[config.mk]
export PLATFORM = sky130hd
export DESIGN_NAME = core_muldiv_unit_flat
export DESIGN_NICKNAME = d
export VERILOG_FILES = /design/src/rtl/core_muldiv_unit_if.sv /design/src/rtl/core_muldiv_unit.sv /design/src/flat_wrapper.sv
export SDC_FILE = /design/constraint.sdc
export NUM_CORES = 1
export LEC_CHECK = 0
export CORE_MARGIN = 3
export CORE_UTILIZATION = 50
export DETAILED_ROUTE_END_ITERATION = 16
export GPL_ROUTABILITY_DRIVEN = 0
export PLACE_DENSITY = 0.73
export SLEW_MARGIN = 25
export SYNTH_ARGS = -nofsm -noshare
export SYNTH_HDL_FRONTEND = slang
export SYNTH_SLANG_ARGS = --single-unit
[constraint.sdc]
create_clock -name clk -period 7.4 [get_ports clk]
set_input_delay 1.48 -clock clk [delete_from_list [all_inputs] [get_ports clk]]
set_output_delay 1.48 -clock clk [all_outputs]
set_load 0.01 [all_outputs]
[src/rtl/core_muldiv_unit_if.sv]
// X-stage <-> muldiv unit bundle: op issue, hazard feedback and architectural HI/LO.
interface core_muldiv_unit_if #(
  parameter int WIDTH = 32
);
  logic             start_x;
  logic [2:0]       op_x;
  logic [WIDTH-1:0] src_a_x;
  logic [WIDTH-1:0] src_b_x;
  logic             hilo_read_x;
  logic             flush_x;
  logic             stall_req;
  logic             busy;
  logic             done;
  logic             illegal_op;
  logic [WIDTH-1:0] hi;
  logic [WIDTH-1:0] lo;

  modport master (
    output start_x, op_x, src_a_x, src_b_x, hilo_read_x, flush_x,
    input  stall_req, busy, done, illegal_op, hi, lo
  );

  modport slave (
    input  start_x, op_x, src_a_x, src_b_x, hilo_read_x, flush_x,
    output stall_req, busy, done, illegal_op, hi, lo
  );
endinterface

[src/rtl/core_muldiv_unit.sv]
// Iterative shift-add multiplier / restoring divider owning HI/LO, one bit per cycle.
// Define CORE_MULDIV_DIV_EN to build the divider; otherwise DIV/DIVU are illegal ops.
module core_muldiv_unit #(
  parameter int WIDTH = 32
) (
  input  logic              clk,
  input  logic              reset,
  core_muldiv_unit_if.slave bus
);
  localparam int CW = $clog2(WIDTH);

`ifdef CORE_MULDIV_DIV_EN
  typedef enum logic [1:0] {S_IDLE, S_MUL, S_DIV, S_FIX} state_t;
`else
  typedef enum logic [1:0] {S_IDLE, S_MUL, S_FIX} state_t;
`endif

  state_t state_q, state_d;

  // mul: {partial product hi, multiplier}; div: {remainder, dividend -> quotient}
  logic [2*WIDTH-1:0] acc_q;
  logic [WIDTH-1:0]   opnd_q;
  logic [CW-1:0]      cnt_q;
  logic               neg_q;
  logic [WIDTH-1:0]   hi_q, lo_q;
  logic               done_q, ill_q;

  logic               idle, accept, last, sgn;
  logic               op_mul, op_div, op_mth, op_mtl;
  logic [WIDTH-1:0]   mag_a, mag_b, addend;
  logic [WIDTH:0]     mul_sum;
  logic [2*WIDTH-1:0] fix_prod;
  logic [WIDTH-1:0]   fix_hi, fix_lo;

  assign idle   = (state_q == S_IDLE);
  assign accept = idle & bus.start_x & ~bus.flush_x;
  assign last   = (cnt_q == CW'(WIDTH-1));
  assign sgn    = ~bus.op_x[0];
  assign op_mul = (bus.op_x[2:1] == 2'b00);
`ifdef CORE_MULDIV_DIV_EN
  assign op_div = (bus.op_x[2:1] == 2'b01);
`else
  assign op_div = 1'b0;
`endif
  assign op_mth = (bus.op_x == 3'b100);
  assign op_mtl = (bus.op_x == 3'b101);

  assign mag_a = (sgn & bus.src_a_x[WIDTH-1]) ? -bus.src_a_x : bus.src_a_x;
  assign mag_b = (sgn & bus.src_b_x[WIDTH-1]) ? -bus.src_b_x : bus.src_b_x;

  assign addend  = acc_q[0] ? opnd_q : {WIDTH{1'b0}};
  assign mul_sum = {1'b0, acc_q[2*WIDTH-1:WIDTH]} + {1'b0, addend};

`ifdef CORE_MULDIV_DIV_EN
  logic [WIDTH-1:0] a_q;
  logic             is_div_q, neg_r_q, dz_q;
  logic [WIDTH:0]   div_shift, div_diff;

  assign div_shift = {acc_q[2*WIDTH-1:WIDTH], acc_q[WIDTH-1]};
  assign div_diff  = div_shift - {1'b0, opnd_q};
`endif

  always_comb begin
    fix_prod = neg_q ? -acc_q : acc_q;
    fix_hi   = fix_prod[2*WIDTH-1:WIDTH];
    fix_lo   = fix_prod[WIDTH-1:0];
`ifdef CORE_MULDIV_DIV_EN
    if (is_div_q) begin
      fix_lo = neg_q   ? -acc_q[WIDTH-1:0]       : acc_q[WIDTH-1:0];
      fix_hi = neg_r_q ? -acc_q[2*WIDTH-1:WIDTH] : acc_q[2*WIDTH-1:WIDTH];
      // divide by zero reports the original dividend, not the magnitude left in acc
      if (dz_q) begin
        fix_lo = {WIDTH{1'b1}};
        fix_hi = a_q;
      end
    end
`endif
  end

  always_ff @(posedge clk) begin
    if (!reset) state_q <= S_IDLE;
    else        state_q <= state_d;
  end

  always_comb begin
    state_d = state_q;
    case (state_q)
      S_IDLE: begin
        if (accept && op_mul)      state_d = S_MUL;
        else if (accept && op_div) begin
`ifdef CORE_MULDIV_DIV_EN
          state_d = S_DIV;
`endif
        end
      end
      S_MUL: if (last) state_d = S_FIX;
`ifdef CORE_MULDIV_DIV_EN
      S_DIV: if (last) state_d = S_FIX;
`endif
      S_FIX:   state_d = S_IDLE;
      default: state_d = S_IDLE;
    endcase
  end

  always_ff @(posedge clk) begin
    if (!reset) begin
      acc_q    <= '0;
      opnd_q   <= '0;
      cnt_q    <= '0;
      neg_q    <= 1'b0;
      hi_q     <= '0;
      lo_q     <= '0;
      done_q   <= 1'b0;
      ill_q    <= 1'b0;
`ifdef CORE_MULDIV_DIV_EN
      a_q      <= '0;
      is_div_q <= 1'b0;
      neg_r_q  <= 1'b0;
      dz_q     <= 1'b0;
`endif
    end else begin
      done_q <= 1'b0;
      ill_q  <= 1'b0;
      case (state_q)
        S_IDLE: if (accept) begin
          cnt_q <= '0;
          neg_q <= sgn & (bus.src_a_x[WIDTH-1] ^ bus.src_b_x[WIDTH-1]);
`ifdef CORE_MULDIV_DIV_EN
          is_div_q <= op_div;
          neg_r_q  <= sgn & bus.src_a_x[WIDTH-1];
          dz_q     <= (bus.src_b_x == '0);
          a_q      <= bus.src_a_x;
`endif
          if (op_mul) begin
            acc_q  <= {{WIDTH{1'b0}}, mag_b};
            opnd_q <= mag_a;
          end
`ifdef CORE_MULDIV_DIV_EN
          else if (op_div) begin
            acc_q  <= {{WIDTH{1'b0}}, mag_a};
            opnd_q <= mag_b;
          end
`endif
          else if (op_mth) hi_q  <= bus.src_a_x;
          else if (op_mtl) lo_q  <= bus.src_a_x;
          else             ill_q <= 1'b1;
        end
        S_MUL: begin
          acc_q <= {mul_sum, acc_q[WIDTH-1:1]};
          cnt_q <= cnt_q + 1'b1;
        end
`ifdef CORE_MULDIV_DIV_EN
        S_DIV: begin
          // restore by keeping the shifted value when the trial subtract goes negative
          if (div_diff[WIDTH]) acc_q <= {div_shift[WIDTH-1:0], acc_q[WIDTH-2:0], 1'b0};
          else                 acc_q <= {div_diff[WIDTH-1:0],  acc_q[WIDTH-2:0], 1'b1};
          cnt_q <= cnt_q + 1'b1;
        end
`endif
        S_FIX: begin
          hi_q   <= fix_hi;
          lo_q   <= fix_lo;
          done_q <= 1'b1;
        end
        default: ;
      endcase
    end
  end

  assign bus.busy       = ~idle;
  assign bus.stall_req  = ~idle & (bus.start_x | bus.hilo_read_x);
  assign bus.done       = done_q;
  assign bus.illegal_op = ill_q;
  assign bus.hi         = hi_q;
  assign bus.lo         = lo_q;
endmodule
[src/flat_wrapper.sv]
// flat-port wrapper written by rule: the top's interface ports become plain ports
module core_muldiv_unit_flat 
#(
  parameter int WIDTH = 32
)
  (clk, reset, bus_start_x, bus_op_x, bus_src_a_x, bus_src_b_x, bus_hilo_read_x, bus_flush_x, bus_stall_req, bus_busy, bus_done, bus_illegal_op, bus_hi, bus_lo);
  core_muldiv_unit_if #(.WIDTH(WIDTH)) bus_i ();
  input  logic clk;
  input  logic reset;
  input wire logic [$bits(bus_i.start_x)-1:0] bus_start_x;
  input wire logic [$bits(bus_i.op_x)-1:0] bus_op_x;
  input wire logic [$bits(bus_i.src_a_x)-1:0] bus_src_a_x;
  input wire logic [$bits(bus_i.src_b_x)-1:0] bus_src_b_x;
  input wire logic [$bits(bus_i.hilo_read_x)-1:0] bus_hilo_read_x;
  input wire logic [$bits(bus_i.flush_x)-1:0] bus_flush_x;
  output wire logic [$bits(bus_i.stall_req)-1:0] bus_stall_req;
  output wire logic [$bits(bus_i.busy)-1:0] bus_busy;
  output wire logic [$bits(bus_i.done)-1:0] bus_done;
  output wire logic [$bits(bus_i.illegal_op)-1:0] bus_illegal_op;
  output wire logic [$bits(bus_i.hi)-1:0] bus_hi;
  output wire logic [$bits(bus_i.lo)-1:0] bus_lo;
  assign bus_i.start_x = bus_start_x;
  assign bus_i.op_x = bus_op_x;
  assign bus_i.src_a_x = bus_src_a_x;
  assign bus_i.src_b_x = bus_src_b_x;
  assign bus_i.hilo_read_x = bus_hilo_read_x;
  assign bus_i.flush_x = bus_flush_x;
  assign bus_stall_req = bus_i.stall_req;
  assign bus_busy = bus_i.busy;
  assign bus_done = bus_i.done;
  assign bus_illegal_op = bus_i.illegal_op;
  assign bus_hi = bus_i.hi;
  assign bus_lo = bus_i.lo;
  core_muldiv_unit #(.WIDTH(WIDTH)) u_core (.clk(clk), .reset(reset), .bus(bus_i));
endmodule
==> impl_metrics.toml, run 1 <==
[run_status]
status = "complete, no violations"

[detailed_routing]
viasPerCell = 6.324
vias = 11599
wirelength_microns = 36820
route.detailed.drc = 0
antenna_left = 0
drt-initial-drc-count = 1188
wl_per_cell_microns = 20.07
dr.pass1.iters = 6

[logic_synthesis]
synth_ff_type = "dfxtp_1"
synth-adder-area-share = 0.04241
synthSimpleGateAreaFrac = 0.2135
synth-seq-area-share = 0.2988
synth_compound_area_frac = 0.2699
synthCells = 1465
synth_edf_count = 0
yosysWarnings = 0
yosys_register_bits = 170
synth_fp_nets = 1575
synth_area_leaders = "dfxtp_1 (30%), xnor2_1 (6.0%), a21oi_1 (5.5%)"
synth_area_leader_cell = "dfxtp_1"
syn-mean-instance-area_sq_um = 7.774
synthMuxAreaShare = 0.02604
synth_xor_area_frac = 0.1031
synth_top_family_by_area = "compound AO/OA/AOI/OAI gates"
synth_top_area_frac = 0.2988
syn_area_sq_um = 11390
synthArstFlopShare = 0
yosysUniqueCellTypes = 78

[clocking]
cts_resized = 0
ctsLongestPathBuffers = 2
clkSlewWorstSetupHoldPaths_ns = 0.07
cts_num_sinks = 170
clockRootBuffer = "clkbuf_16"
hold_buffers = 0
cts_setup_buffers = 0
cts_inserted_buffers = 17
clk_latency_ns = 0.44
cts_max_level = 4
cts_tree = "yes"

[setup_path]
required_ns = 7.70
cp_slowest_stage_delay_ns = 0.85
crit_chain = "clkdlybuf4s50_1 -> nor4b_1 -> nand3b_1 -> nor2_1 -> o21ai_2 -> or3_1 -> o221ai_1 -> nor2_1"
crit_family = "simple AND/OR/NAND/NOR gates"
critPathBufInv = 1
critPathMostFrequentCell = "nor2_1"
startpoint_type = "input port"
endpoint_kind = "flip-flop"
critical_path_class = "in -> reg"
reg2reg_slack_ns = 3.99
arrival_ns = 4.58
cp_max_fo = 24
crit_path_top_delay_cell = "nor2_1"

[sta]
timing.final.crit_period_ns = 4.281
fin_skew_ns = 0.009134
tightest_slew_ns = 1.053
final.period_utilization = 0.5785
setup_viol = 0
maxSlewHeadroom = 0.2954
rsz0062_at_grt = "false"
hold_viol_final = 0
fmax_mhz = 233.6
finalSetupTns_ns = 0
final_max_slew_viol_count = 0

[die]
initial_core_util = 0.5155
die_w_microns = 156.9
dieArea_sq_um = 24620
dieHeight_microns = 156.9
io_pins = 140
coreArea_sq_um = 22090
num_rows = 54

[layout]
seqCellArea_sq_um = 3405
layout.cells.most_common_list = "dfxtp_1 (169), nor2_1 (149), nand2_1 (139), clkdlybuf4s50_1 (139), a21oi_1 (124)"
drive_gt1_frac = 0.05405
multi_input_area_sq_um = 7486
syn2layout_area_growth_pct = 18.44
finalNetCount = 1651
fillers = 2042
fin_area_sq_um = 13490
antenna_cells = 0
final_common_cell = "dfxtp_1"

[min_path]
min_path_type = "reg -> reg"

[grt]
grt_max_degree = 69
first_global_vias = 10534
grt.total_usage = 0.2881
grt_pass1_wl_microns = 56530
gr-total-overflow = 0
antenna_found_initial = 0

[place]
post-dp-hpwl_microns = 27040
io_buffers = 139
post_dp_cell_area_sq_um = 12890

[power_and_ir_drop]
cellLeakagePower_nw = 4.978
ir_drop_mv = 0.1508
powerDensity_nw_per_um2 = 185.9

[run]
maxCapViolations = 0
registers in the layout (all words and copies together), names as in the netlist:
name and flops:
u_core.acc_q 64, u_core.bus.hi 32, u_core.bus.lo 32, u_core.opnd_q 32, u_core.cnt_q 5, u_core.state_q 2
u_core.bus.done 1, u_core.bus.illegal_op 1, u_core.neg_q 1
synthesized netlist by cell type (4+ instances only):
library cell and count:
clkbuf_1 83, o41ai_1 10, and2_1 35, or2_2 5, or3_1 24, or4_1 16
buf_2 4, nor2b_1 5, nor3_1 28, o21bai_1 6, o21ai_0 90, nand4_1 6
a21o_1 11, o41ai_2 4, nand3_1 30, o31ai_1 25, nor3b_1 5, o22ai_1 9
xor2_1 56, o211ai_1 12, dfxtp_1 170, a31o_2 4, mux2_2 5, a221oi_1 7
nor2_1 152, xnor2_1 78, nand2b_1 9, inv_1 40, a31oi_1 21, mux2i_1 24
o221ai_1 37, and3_1 5, ha_1 37, a22oi_1 11, a21oi_1 125, nand2_1 140
buf_1 7, nor4_1 15, a211oi_1 48, a222oi_1 7
final timing paths:
check | cells past startpoint | end | start
max | 8 | u_core.bus.hi[26] | bus_start_x
min | 1 | u_core.cnt_q[3] | u_core.cnt_q[3]
max reg2reg | 7 | u_core.bus.hi[26] | u_core.state_q[1]
min reg2reg | 1 | u_core.cnt_q[3] | u_core.cnt_q[3]
through the flow:
| step | total power [W] | worst slack [ns] | hold slack, ns | std cells | utilization |
|---|---|---|---|---|---|
| floorplan | 0.001398 | 3.874 | 0.4149 | 1465 | - |
| global placement | 0.001579 | 2.851 | 0.4425 | 1802 | 0.5834 |
| detailed placement | 0.001588 | 2.745 | 0.4445 | 1802 | 0.5834 |
| CTS | 0.002500 | 3.092 | 0.4570 | 1834 | 0.6105 |
| global route | 0.002603 | 2.948 | 0.4743 | 1834 | 0.6105 |
| finish | 0.002507 | 3.119 | 0.4511 | 1834 | 0.6105 |
report_power, final:
part	switching [W]	internal (W)
clock network	0.000416	0.000514
registers	0.0000548	0.000969
logic	0.000343	0.000210
metal layers:
metal / track usage / vias to the layer above / part of all wire / routed length (microns)
met5: 0 / - / 0 / 0
met4: 0.1130 / 0 / 0.033 / 1197
met3: 0.03794 / 84 / 0.083 / 3072
met2: 0.4742 / 538 / 0.47 / 17290
met1: 0.3844 / 5444 / 0.41 / 15250
li1: - / 5533 / - / -
kinds of logic (layout without fill, tap and decap cells):
group,after synthesis,count (layout)
flops,170,170
buf+inv,137,226
mux,29,29
compound gates,461,461
simple gates,496,496
xor+xnor,134,134
fa+ha+maj,38,38
final cells by class:
class,instances,area share
Sequential cell,170,0.2524
Multi-Input combinational cell,1158,0.5550
Inverter,42,0.01178
Timing Repair Buffer,152,0.1104
Clock buffer,18,0.03256
Clock inverter,14,0.01187
Tap cell,280,0.02597
Note: power is estimated with default switching activity, not from simulation.
==> run 2, diff against run 1 <==
--- a/config.mk
+++ b/config.mk
@@ -9,7 +9,7 @@
 export CORE_UTILIZATION = 50
 export DETAILED_ROUTE_END_ITERATION = 16
 export GPL_ROUTABILITY_DRIVEN = 0
-export PLACE_DENSITY = 0.73
+export PLACE_DENSITY = 0.76
 export SLEW_MARGIN = 25
 export SYNTH_ARGS = -nofsm -noshare
 export SYNTH_HDL_FRONTEND = slang
==> constraint.sdc (replaced) <==
create_clock -name clk -period 3.53 [get_ports clk]
set_input_delay 0.706 -clock clk [delete_from_list [all_inputs] [get_ports clk]]
set_output_delay 0.706 -clock clk [all_outputs]
set_load 0.01 [all_outputs]
==> run 2 against run 1 <==
  * Sequential share of layout area shrank 0.69 points
  * Global-route usage up 1.6 points
  * Worst setup slack worse by 2.7 ns
  * Final cell count grew 2.7%
  * Non-clock buffer count is 50 higher
  * Count of clock-buffer cells in the layout rose by 1
  * Combinational power is 120% higher
  * First-iteration DRC count up 3.7%
  * Sequential power increased by 110%
  * Clock power is 100% higher
  * Via count increased by 2.8%
  * Critical path type is now reg -> out
  * Highest routed layer unchanged
==> impl_metrics.toml, run 2 (synthesized netlist as in run 1, its figures left out) <==
[setup_path]
critical_path_class = "reg -> out"
rr_worst_depth = 11
required_ns = 2.82
arrival_ns = 2.45
reg2reg_slack_ns = 0.40
r2r-start = "u_core.acc_q[32]"
crit_path_top_delay_cell = "dfxtp_1"
startpoint_type = "flip-flop"
critPathBufInv = 2
endpoint_kind = "primary output"
crit_family = "buffers and inverters"
rr_endpoint = "u_core.acc_q[53]"
crit_chain = "inv_1 -> nand2_1 -> o21a_1 -> clkdlybuf4s50_1"
crit_start = "u_core.state_q[1]"
cp_max_fo = 11
cp_slowest_stage_delay_ns = 0.76

[detailed_routing]
antenna_left = 0
wl_per_cell_microns = 20.29
drt-initial-drc-count = 1232
wirelength_microns = 38230
viasPerCell = 6.326
route.detailed.drc = 0
dr.pass1.iters = 5
vias = 11918

[sta]
tightest_slew_ns = 0.7854
finalSetupTns_ns = 0
maxSlewHeadroom = 0.4744
final_max_slew_viol_count = 0
final.period_utilization = 0.8933
fmax_mhz = 317.1
timing.final.crit_period_ns = 3.153
hold_viol_final = 0
setup_viol = 0
fin_skew_ns = 0.01087
rsz0062_at_grt = "false"

[clocking]
cts_inserted_buffers = 17
cts_num_sinks = 170
clockRootBuffer = "clkbuf_16"
clk_latency_ns = 0.44
cts_max_level = 4
cts_resized = 0
ctsLongestPathBuffers = 2
cts_setup_buffers = 0
cts_tree = "yes"
hold_buffers = 0
clkSlewWorstSetupHoldPaths_ns = 0.07

[layout]
antenna_cells = 0
fin_area_sq_um = 13860
finalNetCount = 1701
largest_reg_flops = 64
fillers = 1919
drive_gt1_frac = 0.08292
largest-register = "u_core.acc_q"
layout.cells.most_common_list = "dfxtp_1 (169), nor2_1 (149), nand2_1 (139), clkdlybuf4s50_1 (139), a21oi_1 (124)"
syn2layout_area_growth_pct = 21.74
final_common_cell = "dfxtp_1"

[power_and_ir_drop]
swShare = 0.3294
p_sw_w = 0.001732
p_clk_frac = 0.357
cellLeakagePower_nw = 5.224
p_total_w = 0.005258
combPwrFrac = 0.234
internal-power_w = 0.003526
powerDensity_nw_per_um2 = 379.3
ir_drop_mv = 0.2442
seqPwrFrac = 0.409

[grt]
gr-total-overflow = 0
grt.total_usage = 0.3046
grt_pass1_wl_microns = 59810
antenna_found_initial = 0
grt_max_degree = 106
first_global_vias = 11152

[die]
io_pins = 140
num_rows = 54
initial_core_util = 0.5155
dieHeight_microns = 156.9
die_w_microns = 156.9
dieArea_sq_um = 24620
coreArea_sq_um = 22090

[place]
io_buffers = 139
post_dp_cell_area_sq_um = 13280
post-dp-hpwl_microns = 28580

[min_path]
hold_start = "u_core.bus.hi[27]"
min_path_type = "reg -> reg"
min_to = "u_core.bus.hi[27]"
holdPathStages = 2

[run_status]
status = "complete, no violations"

[run]
maxCapViolations = 0
## run 2: how the worst max path moves through the flow
stage,endpoint,slack [ns],depth (start not counted)
finish,bus_stall_req,0.38,4
CTS,bus_stall_req,0.44,4
detailed placement,u_core.opnd_q[22],0.30,8
floorplan,u_core.acc_q[53],0.56,13
global placement,u_core.opnd_q[19],0.38,8
global route,u_core.acc_q[57],0.22,11
## run 2: power by group through the flow
stage          clock network (W)  logic (W)  registers, W
4_1_cts                  0.00188    0.00121       0.00214
3_3_place_gp                   0    0.00118       0.00218
6_report                 0.00188    0.00123       0.00215
5_1_grt                  0.00197    0.00134       0.00216
3_5_place_dp                   0    0.00120       0.00219
2_1_floorplan                  0   0.000782       0.00215
## run 2: per-stage QoR
step	hold slack [ns]	instances	worst slack [ns]	utilization
floorplan	0.4149	1465	0.5616	-
global placement	0.4289	1852	0.3781	0.6009
detailed placement	0.4504	1852	0.3044	0.6009
CTS	0.4596	1884	0.4422	0.6272
global route	0.4932	1884	0.2151	0.6275
finish	0.4584	1884	0.3766	0.6275
## run 2: per-layer routing
metal / GRT usage / part of all wire
met1: 0.3976 / 0.41
met4: 0.1092 / 0.035
met3: 0.05746 / 0.086
met5: 0 / 0
met2: 0.5041 / 0.47
## run 2: cell type report
| class | count | area (sq um) | share of cell area |
|---|---|---|---|
| clock buffers | 19 | 442.9 | 0.03195 |
| clock inverters | 13 | 137.6 | 0.009927 |
| inverters | 42 | 158.9 | 0.01146 |
| multi-input cells | 1158 | 7493 | 0.5405 |
| flip-flops and latches | 170 | 3405 | 0.2456 |
| well taps | 280 | 350.3 | 0.02527 |
| repair buffers | 202 | 1877 | 0.1354 |
## run 2: tightest hold or removal path, stage by stage, from the launching register on
cell	delay, ns
dfxtp_1	0.31
nand2_1	0.05
a21oi_1	0.05
